**config.mk**
```make
export PLATFORM = sky130hd
export DESIGN_NAME = gpio_irq_ctrl
export DESIGN_NICKNAME = d
export VERILOG_FILES = /design/src/rtl/gpio_irq_ctrl.sv
export SDC_FILE = /design/constraint.sdc
export NUM_CORES = 1
export LEC_CHECK = 0
export ABC_CLOCK_PERIOD_IN_PS = 1000
export CAP_MARGIN = 20
export CORE_ASPECT_RATIO = 1.5
export CORE_MARGIN = 5
export CORE_UTILIZATION = 34
export DETAILED_ROUTE_END_ITERATION = 8
export HOLD_SLACK_MARGIN = 0.12
export PLACE_DENSITY = 0.75
export RECOVER_POWER = 100
export SYNTH_ARGS = -nofsm -noshare
export SYNTH_HDL_FRONTEND = slang
export SYNTH_SLANG_ARGS = --single-unit
```
**constraint.sdc**
```tcl
create_clock -name clk -period 1 [get_ports clk]
set_input_delay 0.2 -clock clk [delete_from_list [all_inputs] [get_ports clk]]
set_output_delay 0.2 -clock clk [all_outputs]
set_load 0.01 [all_outputs]
```
**src/rtl/gpio_irq_ctrl.sv**
```systemverilog
// GPIO edge-interrupt controller: synchronises pins, detects enabled edges into a W1C
// pending register and drives a level irq. Define GPIO_IRQ_DEBOUNCE_EN for per-pin debounce.
module gpio_irq_ctrl #(
  parameter int WIDTH           = 5,
  parameter int DEBOUNCE_CYCLES = 16
) (
  input  logic             clk,
  input  logic             reset,
  input  logic             read,
  input  logic             write,
  input  logic [31:0]      address,
  input  logic [31:0]      write_data,
  output logic [31:0]      read_data,
  input  logic [WIDTH-1:0] gpio_in,
  output logic             irq
);

  typedef enum logic [2:0] {
    REG_PENDING = 3'd0,
    REG_ENABLE  = 3'd1,
    REG_RISE_EN = 3'd2,
    REG_FALL_EN = 3'd3,
    REG_LEVEL   = 3'd4
  } reg_addr_e;

  if (WIDTH < 1 || WIDTH > 32 || DEBOUNCE_CYCLES < 1) begin : g_bad_param
    $error("gpio_irq_ctrl: WIDTH must be 1..32 and DEBOUNCE_CYCLES >= 1");
  end

  logic [WIDTH-1:0] s1_q, s2_q;
  logic [WIDTH-1:0] level_q, level_d;
  logic [WIDTH-1:0] pending_q, pending_d;
  logic [WIDTH-1:0] enable_q, enable_d;
  logic [WIDTH-1:0] rise_en_q, rise_en_d;
  logic [WIDTH-1:0] fall_en_q, fall_en_d;
  logic [31:0]      read_data_q, read_data_d;

  logic [WIDTH-1:0] wdata;
  logic [WIDTH-1:0] edge_set;
  reg_addr_e        reg_sel;
  logic             addr_ok;

  // Only address[4:2] and the low WIDTH data bits matter; the rest is folded here.
  logic unused_bus_bits;
  assign unused_bus_bits = ^{address[31:5], address[1:0], write_data};

  assign wdata   = write_data[WIDTH-1:0];
  assign addr_ok = (address[4:2] <= 3'd4);
  assign reg_sel = reg_addr_e'(address[4:2]);

`ifdef GPIO_IRQ_DEBOUNCE_EN
  localparam int CNT_W = $clog2(DEBOUNCE_CYCLES + 1);
  localparam logic [CNT_W-1:0] CNT_LAST = CNT_W'(DEBOUNCE_CYCLES - 1);

  logic [WIDTH-1:0][CNT_W-1:0] cnt_q, cnt_d;

  // A new level is accepted only after DEBOUNCE_CYCLES consecutive differing samples.
  always_comb begin
    // NOTE: every comb output gets a default first so no path leaves it unassigned (no latch).
    level_d = level_q;
    cnt_d   = '0;
    for (int i = 0; i < WIDTH; i++) begin
      if (s2_q[i] != level_q[i]) begin
        if (cnt_q[i] == CNT_LAST) begin
          level_d[i] = s2_q[i];
        end else begin
          cnt_d[i] = cnt_q[i] + 1'b1;
        end
      end
    end
  end

  always_ff @(posedge clk or negedge reset) begin
    if (!reset) cnt_q <= '0;
    else        cnt_q <= cnt_d;
  end
`else
  assign level_d = s2_q;
`endif

  assign edge_set = (~level_q & level_d & rise_en_q) | (level_q & ~level_d & fall_en_q);

  always_comb begin
    enable_d    = enable_q;
    rise_en_d   = rise_en_q;
    fall_en_d   = fall_en_q;
    pending_d   = pending_q;
    read_data_d = read_data_q;

    if (write) begin
      unique case (reg_sel)
        REG_PENDING: pending_d = pending_q & ~wdata;
        REG_ENABLE:  enable_d  = wdata;
        REG_RISE_EN: rise_en_d = wdata;
        REG_FALL_EN: fall_en_d = wdata;
        default:     ;
      endcase
    end
    // Applied after the W1C so a new event in the same cycle wins over the clear.
    pending_d = pending_d | edge_set;

    if (read) begin
      read_data_d = '0;
      if (addr_ok) begin
        unique case (reg_sel)
          REG_PENDING: read_data_d[WIDTH-1:0] = pending_q;
          REG_ENABLE:  read_data_d[WIDTH-1:0] = enable_q;
          REG_RISE_EN: read_data_d[WIDTH-1:0] = rise_en_q;
          REG_FALL_EN: read_data_d[WIDTH-1:0] = fall_en_q;
          REG_LEVEL:   read_data_d[WIDTH-1:0] = level_q;
          default:     ;
        endcase
      end
    end
  end

  // NOTE: async active-low reset clears every flop, and state uses non-blocking assignments only.
  always_ff @(posedge clk or negedge reset) begin
    if (!reset) begin
      s1_q        <= '0;
      s2_q        <= '0;
      level_q     <= '0;
      pending_q   <= '0;
      enable_q    <= '0;
      rise_en_q   <= '0;
      fall_en_q   <= '0;
      read_data_q <= '0;
    end else begin
      s1_q        <= gpio_in;
      s2_q        <= s1_q;
      level_q     <= level_d;
      pending_q   <= pending_d;
      enable_q    <= enable_d;
      rise_en_q   <= rise_en_d;
      fall_en_q   <= fall_en_d;
      read_data_q <= read_data_d;
    end
  end

  assign read_data = read_data_q;
  assign irq       = |(pending_q & enable_q);

endmodule

```
==> flow_summary.toml <==
[route]
initialDrtViolationCount = 104
detail_route.drc_violations = 0
drt-vias-per-instance = 4.64
drt.antenna.violating_nets = 0
drtPass1Iterations = 4
drt-wirelength-per-cell_um = 14.4
routed-via-count = 1424
drt_wl_total_um = 4440

[power_and_ir_drop]
power.share.combinational_pct = 27.1
power_switching_mw = 1.12
totalPowerFinal_mw = 4.10
powerDensity_nw_per_um2 = 1550
swShare_pct = 27.4
vdd_ir_drop_max_mv = 0.534
power_report.internal_total_mw = 2.97
clock_power_share_pct = 24.3
power.leakage_nw = 1.19
flop_pwr_share_pct = 48.6

[status]
violations = "negative setup slack"
outcome = "finished with violations"

[final_layout]
num_antenna_cells = 0
finalCoreUtilization_pct = 48.9
area_delta_synth_final_pct = 40.4
design.final.nets = 310
drive_above_1_share_pct = 40.9

[worst_setup_path]
cp_max_fo = 3
kind_of_critical_path = "register to primary output"
worst_path_max_delay_cell = "sky130_fd_sc_hd__dfrtp_1"
timing.critical_path.slowest_cell_delay_ns = 0.40
worstSetupEndpointType = "primary output"
critPathLaunchType = "register"
worstPathCellList = "a222oi_1 -> nand2_1 -> buf_2"
arrival_ns = 1.38
crit_required_ns = 0.80

[synthesis]
async_reset_ff_share_pct = 100
synth_area_um2 = 1880
synth-adder-area-share_pct = 0
syn_area_per_cell_um2 = 11.3
yosys.area_share.xor_xnor_pct = 0
synthMostInstantiatedCell = "sky130_fd_sc_hd__dfrtp_1"
synth.mux.area_fraction_pct = 11.7
yosysUniqueCellTypes = 25
synth_area_leaders = "sky130_fd_sc_hd__dfrtp_1, sky130_fd_sc_hd__buf_4, sky130_fd_sc_hd__mux2_2, sky130_fd_sc_hd__nand3b_1, sky130_fd_sc_hd__nand2_1"
ys_ff_latch = 40
synth_top_cell_area_share_pct = 53.2
ys_warn_count = 0
yosysSeqAreaShare_pct = 53.2
synthTopCellsByCount = "sky130_fd_sc_hd__dfrtp_1, sky130_fd_sc_hd__buf_4, sky130_fd_sc_hd__nand2_1"
synth_largest_area_cell = "sky130_fd_sc_hd__dfrtp_1"
synth_flop_cell = "sky130_fd_sc_hd__dfrtp_1"
synth_cells = 167
synth-simple-area-share_pct = 13.8
synth_top_family_by_area = "simple AND/OR/NAND/NOR gates"
synth_compound_area_share_pct = 9.04
synth_enable_flop_cells = 0

[grt]
grt_overflow_total = 0
groute.layer.met1.usage_pct = 14.1
grt_pass1_wl_um = 6960
grt_busiest_layer = "met2"
global_route.usage.total_pct = 12.4
groute.layer.met2.usage_pct = 21.9
via_count_of_the_first_global_routing_pass = 1429
grt_antenna_before_repair = 0
groute.layer.met3.usage_pct = 2.50
grt_max_degree = 41

[floorplanning]
floorplan.io_pins = 106
num_rows = 33
floorplan.core_area_um2 = 5410
initial_utilization_pct = 34.8
die_area_um2 = 7150
die_y_um = 101
chip_width_um = 70.7

[timing]
grt_setup_unrepaired = "true"
finalClockSkew_ns = 0.00990
post-route-min-period_ns = 1.58
timing.fmax_mhz = 631
timing.hold.ws_ns = 0.340
timing.final.hold_violations = 0
finalSetupViolCount = 11
final.setup.worst_slack_ns = -0.584
final.period_utilization_pct = 158
slew_violations = 0

[clock_network]
cts_buffers = 5
cts_root_buf = "sky130_fd_sc_hd__clkbuf_8"
clk_transition_reported_paths_ns = 0.08
max-clock-path-buffers = 2
cts_tree = "done"
clock_sink_count = 40
htreeDepth = 2
clkLatencyLatePin_ns = 0.29

[flow_run]
maxCapViolCount = 0

[worst_hold_path]
hp-class = "register to register"

[placement]
globalplace.congestion = 0.816
total_of_buffers_placed_on_input_and_output_ports = 22
dpl.hpwl_um = 2900
-- kinds of logic (layout without fill, tap and decap cells) --
logic type | count (synthesis) | after routing
other | 1 | 27
and+or+nand+nor | 47 | 47
buffers and inverters | 32 | 76
DFF | 40 | 40
muxes | 20 | 20
AOI/OAI and AO/OA | 27 | 27
-- worst max-delay path, delay by kind of cell (launching register included) --
family | cells | cell delay (ns)
AOI/OAI and AO/OA | 1 | 0.39
and+or+nand+nor | 1 | 0.14
buffers and inverters | 1 | 0.16
DFF | 1 | 0.40
-- layer usage --
layer | share of wire (%) | wire length, µm
met2 | 53 | 2340
met1 | 39 | 1720
met3 | 6.0 | 267
met5 | 0 | 0
met4 | 2.4 | 105
-- final timing paths --
| check | start | to | slack, ns | cells after the start |
|---|---|---|---|---|
| worst min register to register | s1_q[3] | level_d[3] | 0.34 | 0 |
| min in group asynchronous | reset | pending_q[4] | 0.49 | 3 |
| worst min-delay path | s1_q[3] | level_d[3] | 0.34 | 0 |
| worst max-delay path | enable_q[3] | irq | -0.58 | 3 |
| worst max register to register | pending_q[3] | read_data[3] | -0.11 | 4 |
| max in group asynchronous | reset | fall_en_q[0] | 0.16 | 3 |
-- stage by stage --
stage                     TNS, ns  worst slack, ns  instance area [µm²]  cells
final                      -0.891           -0.584                 2640    307
after global routing        -1.83           -0.676                 2640    307
after CTS                  -0.870           -0.582                 2550    302
after detailed placement   -16.72           -0.725                 2320    284
after global placement     -16.51           -0.711                 2320    284
after floorplan            -0.265          -0.0293                 2000    193
-- power by group through the flow --
stage | clock [mW] | combinational (mW) | sequential [mW]
CTS | 1.03 | 1.03 | 1.98
global placement | 0 | 0.918 | 2.00
floorplan | 0 | 0.487 | 2.00
detailed placement | 0 | 0.945 | 2.01
finish | 0.994 | 1.11 | 1.99
global route | 1.08 | 1.21 | 2.02
-- what timing repair did --
action,in CTS,in global routing
resized for setup,51,24
pin swaps,14,11
hold endpoints to repair,40,0
endpoints found under the setup margin,31,26
hold buffers,1,0
cloned,2,0
setup buffers,9,6
-- cell usage in the layout, fill, tap and decap left out, types with 5 or more instances in the layout --
| master | Yosys | layout |
|---|---|---|
| sky130_fd_sc_hd__dfrtp_1 | 40 | 40 |
| sky130_fd_sc_hd__buf_4 | 27 | 32 |
| sky130_fd_sc_hd__conb_1 | 1 | 27 |
| sky130_fd_sc_hd__nand2_1 | 19 | 15 |
| sky130_fd_sc_hd__mux2_2 | 16 | 11 |
| sky130_fd_sc_hd__nand3b_1 | 10 | 10 |
| sky130_fd_sc_hd__nor2_1 | 10 | 10 |
| sky130_fd_sc_hd__buf_6 | 0 | 9 |
| sky130_fd_sc_hd__a21oi_1 | 10 | 7 |
| sky130_fd_sc_hd__buf_2 | 4 | 7 |
| sky130_fd_sc_hd__dlygate4sd3_1 | 0 | 6 |
| sky130_fd_sc_hd__clkdlybuf4s50_1 | 0 | 6 |
| sky130_fd_sc_hd__mux2_4 | 0 | 5 |
| sky130_fd_sc_hd__clkbuf_8 | 0 | 5 |
-- flip-flops by register name, summed over array words and instances, names as in the netlist --
| register | cells |
|---|---|
| enable_q | 5 |
| fall_en_q | 5 |
| level_d | 5 |
| level_q | 5 |
| pending_q | 5 |
| read_data | 5 |
| rise_en_q | 5 |
| s1_q | 5 |
-- layout make-up --
cell class	count	area, µm²
repair buffers	69	628
well taps	70	87.6
clock inverters	1	5.00
clock buffers	6	72.6
multi-input cells	121	848
flip-flops and latches	40	1000
fillers	480	2770
(Power assumes the default switching activity.)
